<file path="src/rtl/branch_resolve_pkg.sv">
// rtl/branch_resolve_pkg.sv - shared types and constants for the branch resolution stage
package branch_resolve_pkg;

    typedef enum logic {
        ST_IDLE  = 1'b0,
        ST_FLUSH = 1'b1
    } br_state_e;

    localparam int XLEN_DEF      = 32;
    localparam int ROB_TAG_W_DEF = 6;

    // Branch funct3 encodings, shared with the branch functional unit
    localparam logic [2:0] BR_OP_BEQ  = 3'b000;
    localparam logic [2:0] BR_OP_BNE  = 3'b001;
    localparam logic [2:0] BR_OP_BLT  = 3'b100;
    localparam logic [2:0] BR_OP_BGE  = 3'b101;
    localparam logic [2:0] BR_OP_BLTU = 3'b110;
    localparam logic [2:0] BR_OP_BGEU = 3'b111;

endpackage

</file>
<file path="src/rtl/bru_upd_fifo.sv">
// rtl/bru_upd_fifo.sv - synchronous FIFO holding predictor training updates
module bru_upd_fifo #(
    parameter int WIDTH = 65,
    parameter int DEPTH = 4
) (
    input  logic             clk,
    input  logic             rst,
    input  logic             push,
    input  logic [WIDTH-1:0] din,
    input  logic             pop,
    output logic [WIDTH-1:0] dout,
    output logic             full,
    output logic             empty
);

    localparam int AW = $clog2(DEPTH);

    logic [WIDTH-1:0] mem [DEPTH];
    logic [AW-1:0]    wr_ptr;
    logic [AW-1:0]    rd_ptr;
    logic [AW:0]      count;
    logic             do_push;
    logic             do_pop;

    assign full    = (count == (AW+1)'(DEPTH));
    assign empty   = (count == '0);
    assign do_pop  = pop & ~empty;
    // A full FIFO still takes a push when the head leaves in the same cycle
    assign do_push = push & (~full | do_pop);
    assign dout    = mem[rd_ptr];

    always_ff @(posedge clk) begin
        if (do_push) begin
            mem[wr_ptr] <= din;
        end
    end

    always_ff @(posedge clk) begin
        if (rst) begin
            wr_ptr <= '0;
            rd_ptr <= '0;
            count  <= '0;
        end else begin
            if (do_push) begin
                wr_ptr <= wr_ptr + AW'(1);
            end
            if (do_pop) begin
                rd_ptr <= rd_ptr + AW'(1);
            end
            case ({do_push, do_pop})
                2'b10:   count <= count + (AW+1)'(1);
                2'b01:   count <= count - (AW+1)'(1);
                default: count <= count;
            endcase
        end
    end

endmodule

</file>
<file path="src/rtl/branch_resolve.sv">
// rtl/branch_resolve.sv - resolves branches against prediction, drives writeback, redirect and flush
module branch_resolve
    import branch_resolve_pkg::*;
#(
    parameter int XLEN         = XLEN_DEF,
    parameter int ROB_TAG_W    = ROB_TAG_W_DEF,
    parameter int UPD_DEPTH    = 4,
    parameter int FLUSH_CYCLES = 2
) (
    input  logic                 clk,
    input  logic                 rst,
    input  logic                 fu_valid,
    input  logic                 fu_taken,
    input  logic                 fu_link,
    input  logic [XLEN-1:0]      fu_target,
    input  logic [XLEN-1:0]      fu_pc,
    input  logic [ROB_TAG_W-1:0] fu_tag,
    input  logic                 pred_taken,
    input  logic [XLEN-1:0]      pred_target,
    output logic                 wb_valid,
    output logic [ROB_TAG_W-1:0] wb_tag,
    output logic [XLEN-1:0]      wb_data,
    output logic                 wb_mispredict,
    output logic                 redirect_valid,
    output logic [XLEN-1:0]      redirect_pc,
    output logic                 flush,
    output logic                 upd_valid,
    input  logic                 upd_ready,
    output logic [XLEN-1:0]      upd_pc,
    output logic [XLEN-1:0]      upd_target,
    output logic                 upd_taken,
    output logic [15:0]          upd_drop_cnt
);

    localparam int CNT_W = $clog2(FLUSH_CYCLES + 1);
    localparam int UPD_W = 2 * XLEN + 1;

    br_state_e        state, state_next;
    logic [CNT_W-1:0] cnt, cnt_next;
    logic             accept;
    logic             mispredict;
    logic [XLEN-1:0]  seq_pc;
    logic [XLEN-1:0]  correct_pc;
    logic             upd_pop;
    logic             fifo_full;
    logic             fifo_empty;
    logic [UPD_W-1:0] fifo_dout;

    assign seq_pc     = fu_pc + XLEN'(4);
    assign correct_pc = fu_taken ? fu_target : seq_pc;
    assign mispredict = (fu_taken != pred_taken) |
                        (fu_taken & pred_taken & (fu_target != pred_target));

    always_ff @(posedge clk) begin
        if (rst) begin
            state <= ST_IDLE;
            cnt   <= '0;
        end else begin
            state <= state_next;
            cnt   <= cnt_next;
        end
    end

    always_comb begin
        state_next = state;
        cnt_next   = cnt;
        accept     = 1'b0;
        flush      = 1'b0;
        case (state)
            ST_IDLE: begin
                if (fu_valid) begin
                    accept = 1'b1;
                    if (mispredict) begin
                        state_next = ST_FLUSH;
                        cnt_next   = CNT_W'(FLUSH_CYCLES);
                    end
                end
            end
            ST_FLUSH: begin
                // Results seen here are younger than the mispredict and are squashed
                flush    = 1'b1;
                cnt_next = cnt - CNT_W'(1);
                if (cnt_next == '0) begin
                    state_next = ST_IDLE;
                end
            end
            default: state_next = ST_IDLE;
        endcase
    end

    always_ff @(posedge clk) begin
        if (rst) begin
            wb_valid       <= 1'b0;
            wb_tag         <= '0;
            wb_data        <= '0;
            wb_mispredict  <= 1'b0;
            redirect_valid <= 1'b0;
            redirect_pc    <= '0;
        end else begin
            wb_valid       <= accept;
            redirect_valid <= accept & mispredict;
            if (accept) begin
                wb_tag        <= fu_tag;
                wb_data       <= fu_link ? seq_pc : '0;
                wb_mispredict <= mispredict;
            end
            if (accept && mispredict) begin
                redirect_pc <= correct_pc;
            end
        end
    end

    assign upd_valid = ~fifo_empty;
    assign upd_pop   = upd_valid & upd_ready;
    assign {upd_pc, upd_taken, upd_target} = fifo_dout;

    always_ff @(posedge clk) begin
        if (rst) begin
            upd_drop_cnt <= '0;
        end else if (accept && fifo_full && !upd_pop && upd_drop_cnt != 16'hFFFF) begin
            upd_drop_cnt <= upd_drop_cnt + 16'd1;
        end
    end

    bru_upd_fifo #(
        .WIDTH (UPD_W),
        .DEPTH (UPD_DEPTH)
    ) u_upd_fifo (
        .clk   (clk),
        .rst   (rst),
        .push  (accept),
        .din   ({fu_pc, fu_taken, fu_target}),
        .pop   (upd_pop),
        .dout  (fifo_dout),
        .full  (fifo_full),
        .empty (fifo_empty)
    );

endmodule

</file>
<file path="config.mk">
export PLATFORM = sky130hd
export DESIGN_NAME = branch_resolve
export DESIGN_NICKNAME = d
export VERILOG_FILES = /design/src/rtl/branch_resolve_pkg.sv /design/src/rtl/bru_upd_fifo.sv /design/src/rtl/branch_resolve.sv
export SDC_FILE = /design/constraint.sdc
export NUM_CORES = 1
export LEC_CHECK = 0
export CORE_ASPECT_RATIO = 0.5
export CORE_UTILIZATION = 25
export DETAILED_ROUTE_END_ITERATION = 8
export DONT_BUFFER_PORTS = 1
export HOLD_SLACK_MARGIN = 0.02
export PLACE_DENSITY = 0.39
export SLEW_MARGIN = 15
export SYNTH_ARGS = -nofsm -noshare
export SYNTH_HDL_FRONTEND = slang
export SYNTH_HIERARCHICAL = 1
export SYNTH_SLANG_ARGS = --single-unit
</file>
<file path="constraint.sdc">
create_clock -name clk -period 5 [get_ports clk]
set_input_delay 1 -clock clk [delete_from_list [all_inputs] [get_ports clk]]
set_output_delay 1 -clock clk [all_outputs]
set_load 0.05 [all_outputs]
</file>
# [After elaboration in Yosys (flattened, before gate mapping)]
# Memories as Yosys holds them, arrays and structs flattened. A register that Yosys moved wholly into a read port is not among the register bits.
# Cells that the tools add are included.
[totals] register_bits=99 ram_bits=260 input_bits=109 out_inout_bits=156 wordCells=65 memories=1
[memory_table] memory="u_upd_fifo.mem" depth=4 width=65 rd=1 rd_clocked_by_memory_dff=1 write_ports=1 line="bru_upd_fifo.sv:18" rtl="logic [WIDTH-1:0] mem [DEPTH];"
[op_classes] addsub=7 eq_ne=8 n_mux=17 bitwise_logic=11 reduce_logical=9
[op_table] cell="2-to-1 mux 32 bit" count=2
[op_table] cell="adder 32 x 3 -> 32 bit, second input constant" count=1
[op_table] cell="inequality test 32 bit" count=1
[op_table] cell="adder 16 x 1 -> 16 bit, second input constant" count=1
[op_table] cell="inequality test 16 bit, second input constant" count=1
[op_table] cell="2-to-1 mux 1 bit" count=8
[op_table] cell="2-to-1 mux 2 bit" count=4
[op_table] cell="AND 1 bit" count=6
[op_table] cell="one-hot mux 3 bit (2 select lines)" count=1
[op_table] cell="adder 2 x 1 -> 2 bit, second input constant" count=2
[op_table] cell="logical AND 1 bit" count=4
[op_table] cell="inequality test 2 bit, second input constant" count=2
[op_table] cell="one-hot mux 2 bit (2 select lines)" count=1
[op_table] cell="adder 3 x 1 -> 3 bit, second input constant" count=1
[op_table] cell="equality test 3 bit, second input constant" count=1
[op_table] cell="zero test 3 bit" count=1
[op_table] cell="inverter 1 bit" count=3
[op_table] cell="subtractor 3 x 1 -> 3 bit, second input constant" count=1
[op_table] cell="equality test 2 x 1 -> 1 bit, second input constant" count=1
[op_table] cell="equality test 2 bit, second input constant" count=1
[op_table] cell="zero test 2 bit" count=1
[op_table] cell="OR 1 bit" count=2
[op_table] cell="one-hot mux 1 bit (2 select lines)" count=1
[op_table] cell="AND reduction 2 bit" count=1
[op_table] cell="other kinds (4)" count=4

# [Depth between registers and ports, before layout]
# Gate-level depths: netlist of run 1.
[depth] depth_word=8 mapped_depth=12 mapped_depth_nobuf=10

# [Cells and area by module]
# The synthesis of run 1 kept the hierarchy.
[by_module_without_submodules] mod="bru_upd_fifo" n_inst=1 cells_per_inst=403 area_per_inst_um2=9900.7 seq_area_each_um2=7987.7
[by_module_without_submodules] mod="branch_resolve" n_inst=1 cells_per_inst=584 area_per_inst_um2=4944.7 seq_area_each_um2=1841.8

# [Worst setup path after synthesis of run 1]
# Ideal clock, no wire load.
[synth_path] kind="input to register" from="input port fu_valid" to="memory u_upd_fifo.mem[0][0] (enable)" setup_time_ns=0.394 t_arrival_ns=2.826 required_ns=4.606 path_slack_ns=1.780 path_stages=7 path_buffers=3 path_cell_list="nand2b_1 > buf_2 > inv_2 > clkbuf_1 > buf_2 > o21a_4 > and2_2"
[synth_via] elab_chain_len=5
[synth_rtl] item="start: declaration" line="branch_resolve.sv:12" rtl="input logic fu_valid,"
[synth_rtl] item="2-to-1 mux 1 bit" line="branch_resolve.sv:71" rtl="if (fu_valid) begin"
[synth_rtl] item="2-to-1 mux 1 bit" line="branch_resolve.sv:69" rtl="case (state)"
[synth_rtl] item="via accept" line="branch_resolve.sv:40" rtl="logic accept;"
[synth_rtl] item="AND 1 bit" line="bru_upd_fifo.sv:29" rtl="assign do_push = push & (~full | do_pop);"
[synth_rtl] item="2-to-1 mux 1 bit" line="bru_upd_fifo.sv:33" rtl="if (do_push) begin"
[synth_rtl] item="2-to-1 mux 1 bit (not written as such)" line="bru_upd_fifo.sv:34" rtl="mem[wr_ptr] <= din;"
[synth_rtl] item="end: declaration" line="bru_upd_fifo.sv:18"
# The timed path passes the listed nets, and every way through them passes these cells.

==> run summary, run 1 <==
Status = completed
FILL cells = 5797
Hold depth = 1
Met3 wire len = 1579 um
Primary FF master, synth = edfxtp_1
Final setup viols = 0
VDD IR-drop max = 0.1709 mV
First-pass GRT wire length = 60800 um
Levels on crit path = 2
Max incr delay on CP = 0.76 ns
Commonest non-fill, non-tap cell in the layout = edfxtp_1
Synth Area per Inst = 15.04 sq um
Sequential cell area fraction in the yosys report = 66.21%
Post-Place Cells = 1718
Setup WS pre-CTS = 1.440 ns
Final hold vios = 0
Critical path capture point type = output pin
Worst-path clk slew = 0.06 ns
Min Tclk post-route = 3.437 ns
Synth cell types = 53
Maxcap violations = 0
DR vias/cell = 4.579
Compound-Gate Fraction of Synth Area = 4.602%
Top routing layer used = met4
Core Area = 58030 sq um
CTS Buffer Depth = 3
DRT Wirelength = 42850 um
Synth Area in Simple Gates = 8.639%
Row count = 62
Nets = 1107
Delay-heaviest family, CP = multiplexers
DR iter-0 viols = 543
Tcrit/Tclk final = 68.74%
Slack of the critical path = 1.563 ns
Worst Path Max Fanout = 47
Hold Crit Class = in2reg
PwrDens = 411.3 nW/um^2
CP Data Required Time = 4.00 ns
Main combinational cell family by area after synthesis = multiplexers
Most frequent cells in the layout = 260 x edfxtp_1, 99 x dfxtp_1, 72 x nor2_1
Area growth syn-to-layout = 13.95%
GRT Util Overall = 13.92%
Wire length on met1 = 17780 um
Die H = 174.3 um
Rel. slew slack = 44.51%
Number of diodes = 0
Detailed-route via count = 8178
Starting density of the core = 25.58%
Synth Area in XOR/XNOR = 4.602%
Grt total ovfl = 0
RSZ-0062 raised after global routing = false
Num ports = 265
DR DRC count = 0
Routed WL per cell = 23.99 um
Layout cell share with drive strength beyond 1 = 16.11%
Mux share of post-synthesis cell area = 12.63%
Met2 routed WL = 22490 um
Vias in the first global route = 8219
CP Cell Sequence = buf_12 -> mux4_2
Die Footprint = 60420 sq um
CP Data Arrival Time = 2.44 ns
Largest net degree at the start of global routing = 132
Cts repair resizes = 0
Setup_tns = 0 ns
Static Leakage = 5.446 nW
Dpl hpwl = 29160 um
R2r worst-path depth = 10
Clock net sink count = 361
Crit path buffers/inverters = 1
Synth warn = 6
Fin cells = 1786
Postcts setup bufs = 0
Final ANT Viol Nets = 0
Crit path kind = reg2out
Worst-margin pin slew = 0.8307 ns
Post-synth EDFFs = 260
Final Max Tran Viols = 0
Fmax achieved = 291.0 MHz
Post-Syn Area = 14850 sq um
Hold Buf Count CTS = 0
Worst setup SP type = register
Root buffer selected by CTS = clkbuf_16
Routability Congestion = 0.7955
Clock Latency Late Sink = 0.55 ns
Slowest CP cell = mux4_2
First-pass detailed-route iteration total = 4
Yosys reg bits = 361
Initial antenna violation count = 0
Adder-cell share of the synthesized area = 0.8091%
Syn Nets = 1105
IO Port Bufs = 0
# H-tree levels = 2
Async S/R FF share, synth = 0%
Die width = 346.6 um
CTS Buf Count = 37
Clk_skew = 0.03051 ns
CTS tree = yes
Cell count after synthesis = 987
==> cell families after synthesis <==
group,count (synthesis)
buffers and inverters,82
AND/OR/NAND/NOR,247
flip-flops,361
AO/OA/AOI/OAI,109
multiplexers,101
XOR/XNOR,78
adder cells (fa/ha/maj),9
==> layout make-up <==
cell class	count	area (sq um)	area share [%]
multi-input combinational	544	4651	27.49
inverter	34	127.6	0.7544
clock buffer	47	1015	5.999
tap	768	960.9	5.680
sequential	361	9837	58.15
clock inverter	21	167.7	0.9911
timing repair buffer	11	157.7	0.9320
==> metrics by stage <==
step,hold WS [ns],util (%),power (mW),area [sq um]
after floorplan,0.4847,-,4.159,14850
after global placement,0.5080,27.12,4.321,15730
after detailed placement,0.5140,27.12,4.332,15730
after CTS,0.4879,29.15,7.083,16920
after global routing,0.4999,29.15,7.221,16920
final,0.5245,29.15,6.957,16920
==> layer usage <==
metal | vias to the layer above | GRT usage (%)
met4 | 0 | 3.706
met2 | 152 | 25.12
li1 | 3711 | -
met1 | 4263 | 17.05
met3 | 52 | 2.515
met5 | - | 0
==> Yosys cell counts (2+ instances only) <==
library cell	count	area (sq um)
o21ai_1	2	10.01
mux4_2	65	1464
dfxtp_1	101	2022
mux2_4	9	135.1
and4_1	5	43.79
nor3_1	6	30.03
nor4_4	2	42.54
ha_1	8	100.1
and3_1	8	50.05
xnor2_1	61	534.3
mux2i_1	23	230.2
or3_1	5	31.28
clkbuf_1	24	90.09
and2_2	4	30.03
buf_4	5	37.54
buf_6	3	33.78
edfxtp_1	260	7807
mux2_2	4	45.04
a2bb2oi_1	6	52.55
nand3_1	25	125.1
nand2_1	45	168.9
a21oi_1	43	215.2
nand2b_1	24	150.1
a211oi_1	6	45.04
nand4_1	23	143.9
nor4_1	4	25.02
a221oi_1	2	17.52
nor2_1	72	270.3
and2_1	2	12.51
nor2b_1	16	100.1
inv_1	33	123.9
a22oi_1	21	157.7
buf_2	10	50.05
buf_1	5	18.77
o21ai_0	21	105.1
xor2_1	17	148.9
==> power by group <==
group | leakage (nW) | internal, mW | switching (mW)
Combinational | 1.68 | 0.195 | 0.478
Clock | 0.568 | 1.51 | 1.20
Sequential | 3.20 | 3.37 | 0.199
Total | 5.45 | 5.08 | 1.88
==> final timing paths <==
kind / startpoint / endpoint / slack, ns
min reg2reg: u_upd_fifo/count[0] / u_upd_fifo/count[0] / 0.53
max: register / upd_taken / 1.56
min: rst / wb_data[1] / 0.52
max reg2reg: state / u_upd_fifo/count[2] / 1.94
==> state kept, by name, indices dropped and copies added (netlist names), named ones only <==
signal             cells
u_upd_fifo/rd_ptr      2
u_upd_fifo/wr_ptr      2
redirect_valid         1
u_upd_fifo/mem       260
upd_drop_cnt          16
wb_tag                 6
wb_valid               1
cnt                    2
state                  1
wb_mispredict          1
wb_data               32
redirect_pc           32
u_upd_fifo/count       3
(Power assumes the default switching activity.)
==> inputs of run 2 (changes only) <==
PLACE_DENSITY = 0.41   (was 0.39)
clock period = 2.9 ns   (was 5 ns; I/O delays follow)
==> run 2 against run 1 <==
Flip-flop and latch count unchanged. Global-route usage decreased by 0.34 points. Combinational power increased by 75%. Final cell count increased by 1.5%. Critical path type unchanged. Setup slack got worse by 1.4 ns. Core utilization increased by 0.52 points. Wire length decreased by 3.3%. First-iteration DRC count decreased by 7.4%.
==> run summary, run 2 (synthesis results as in run 1) <==
Clock net sink count = 361
Final setup viols = 0
Min Tclk post-route = 2.693 ns
Final hold vios = 0
Final Max Tran Viols = 0
VDD IR-drop max = 0.3638 mV
Final ANT Viol Nets = 0
Die Footprint = 60420 sq um
IO Port Bufs = 0
Clock Latency Late Sink = 0.54 ns
GRT Util Overall = 13.58%
Fmax achieved = 371.4 MHz
Register area = 9837 sq um
FILL cells = 5801
CP Data Required Time = 2.32 ns
Setup_tns = 0 ns
Commonest non-fill, non-tap cell in the layout = edfxtp_1
Final Power = 12.17 mW
Cts repair resizes = 0
Crit Reg-Reg Startpoint = u_upd_fifo/count[1]
Top routing layer used = met4
Root buffer selected by CTS = clkbuf_16
Clk_skew = 0.01841 ns
Hold Crit Class = in2reg
Die H = 174.3 um
Slowest CP cell = mux4_2
Delay-heaviest family, CP = multiplexers
# H-tree levels = 2
Fin cells = 1813
Core Area = 58030 sq um
Worst-path clk slew = 0.06 ns
Critical path capture point type = output pin
Max reg flops = 260
Number of diodes = 0
Crit path buffers/inverters = 1
Detailed-route via count = 8166
CP Cell Sequence = buf_12 -> mux4_2
Status = completed
First-pass GRT wire length = 60330 um
DR iter-0 viols = 503
RSZ-0062 raised after global routing = false
Routability Congestion = 0.7985
Nets = 1135
Num ports = 265
Worst-margin pin slew = 0.7056 ns
Flop2flop setup slack = 0.36 ns
CTS tree = yes
Maxcap violations = 0
Grt total ovfl = 0
Largest regs = u_upd_fifo/mem (260), redirect_pc (32), wb_data (32)
Wire length on met1 = 16410 um
Rel. slew slack = 52.86%
First-pass detailed-route iteration total = 4
Initial antenna violation count = 0
Most frequent cells in the layout = 260 x edfxtp_1, 99 x dfxtp_1, 72 x nor2_1
Worst Path Max Fanout = 30
Multi-input gate area = 4651 sq um
Post-Place Cells = 1745
Vias in the first global route = 8509
Static Leakage = 5.633 nW
CP Data Arrival Time = 2.11 ns
Hold path startpoint = rst
Met3 wire len = 1567 um
Final hold slack = 0.1214 ns
Tcrit/Tclk final = 92.85%
Biggest register = u_upd_fifo/mem
Area growth syn-to-layout = 15.99%
Starting density of the core = 25.58%
Postcts setup bufs = 0
DRT Wirelength = 41450 um
DR DRC count = 0
Max incr delay on CP = 0.74 ns
Dpl hpwl = 28810 um
CTS Buf Count = 38
CTS Buffer Depth = 3
Largest net degree at the start of global routing = 132
PwrDens = 706.9 nW/um^2
Worst setup SP type = register
Met2 routed WL = 22220 um
Die width = 346.6 um
Routed WL per cell = 22.86 um
Crit path kind = reg2out
Hold Buf Count CTS = 0
Row count = 62
Layout cell share with drive strength beyond 1 = 18.09%
DR vias/cell = 4.504
==> run 2: cell types whose count changed in the layout (fill, tap and decap cells not counted), sizes merged <==
cell,previous run,this run
buf,11,38
bufinv,1,3
clkbuf,47,52
clkinv,13,11
clkinvlp,5,2
inv,36,34
==> run 2: final cells by class <==
class                   instances  share of cell area (%)
flip-flops and latches        361                   57.13
multi-input cells             544                   27.01
clock buffers                  52                   6.126
well taps                     768                   5.581
repair buffers                 38                   2.383
clock inverters                16                   1.032
inverters                      34                  0.7412
==> run 2: final timing paths <==
| path | to | cells past startpoint |
|---|---|---|
| max | upd_taken | 2 |
| min | wb_mispredict | 1 |
| max reg2reg | u_upd_fifo/count[2] | 10 |
| min reg2reg | u_upd_fifo/rd_ptr[1] | 2 |
==> run 2: per-stage QoR <==
stage | instance area [sq um] | setup slack (ns) | utilization, %
6_report | 17220 | 0.2074 | 29.67
5_1_grt | 17220 | 0.1004 | 29.67
4_1_cts | 17220 | 0.1283 | 29.67
3_5_place_dp | 15990 | -0.1191 | 27.55
3_3_place_gp | 15990 | -0.1090 | 27.55
2_1_floorplan | 14850 | -0.0006257 | -
==> run 2: per-layer routing <==
layer	up-vias	track usage (%)
li1	3767	-
met1	4182	15.74
met2	151	25.29
met3	66	2.301
met4	0	4.499
met5	-	0
==> run 2: power breakdown <==
group / internal [mW] / leakage (nW) / switching, mW / total (mW)
clock: 2.83 / 0.599 / 2.02 / 4.85
sequential: 5.82 / 3.20 / 0.327 / 6.14
combinational: 0.356 / 1.83 / 0.828 / 1.18
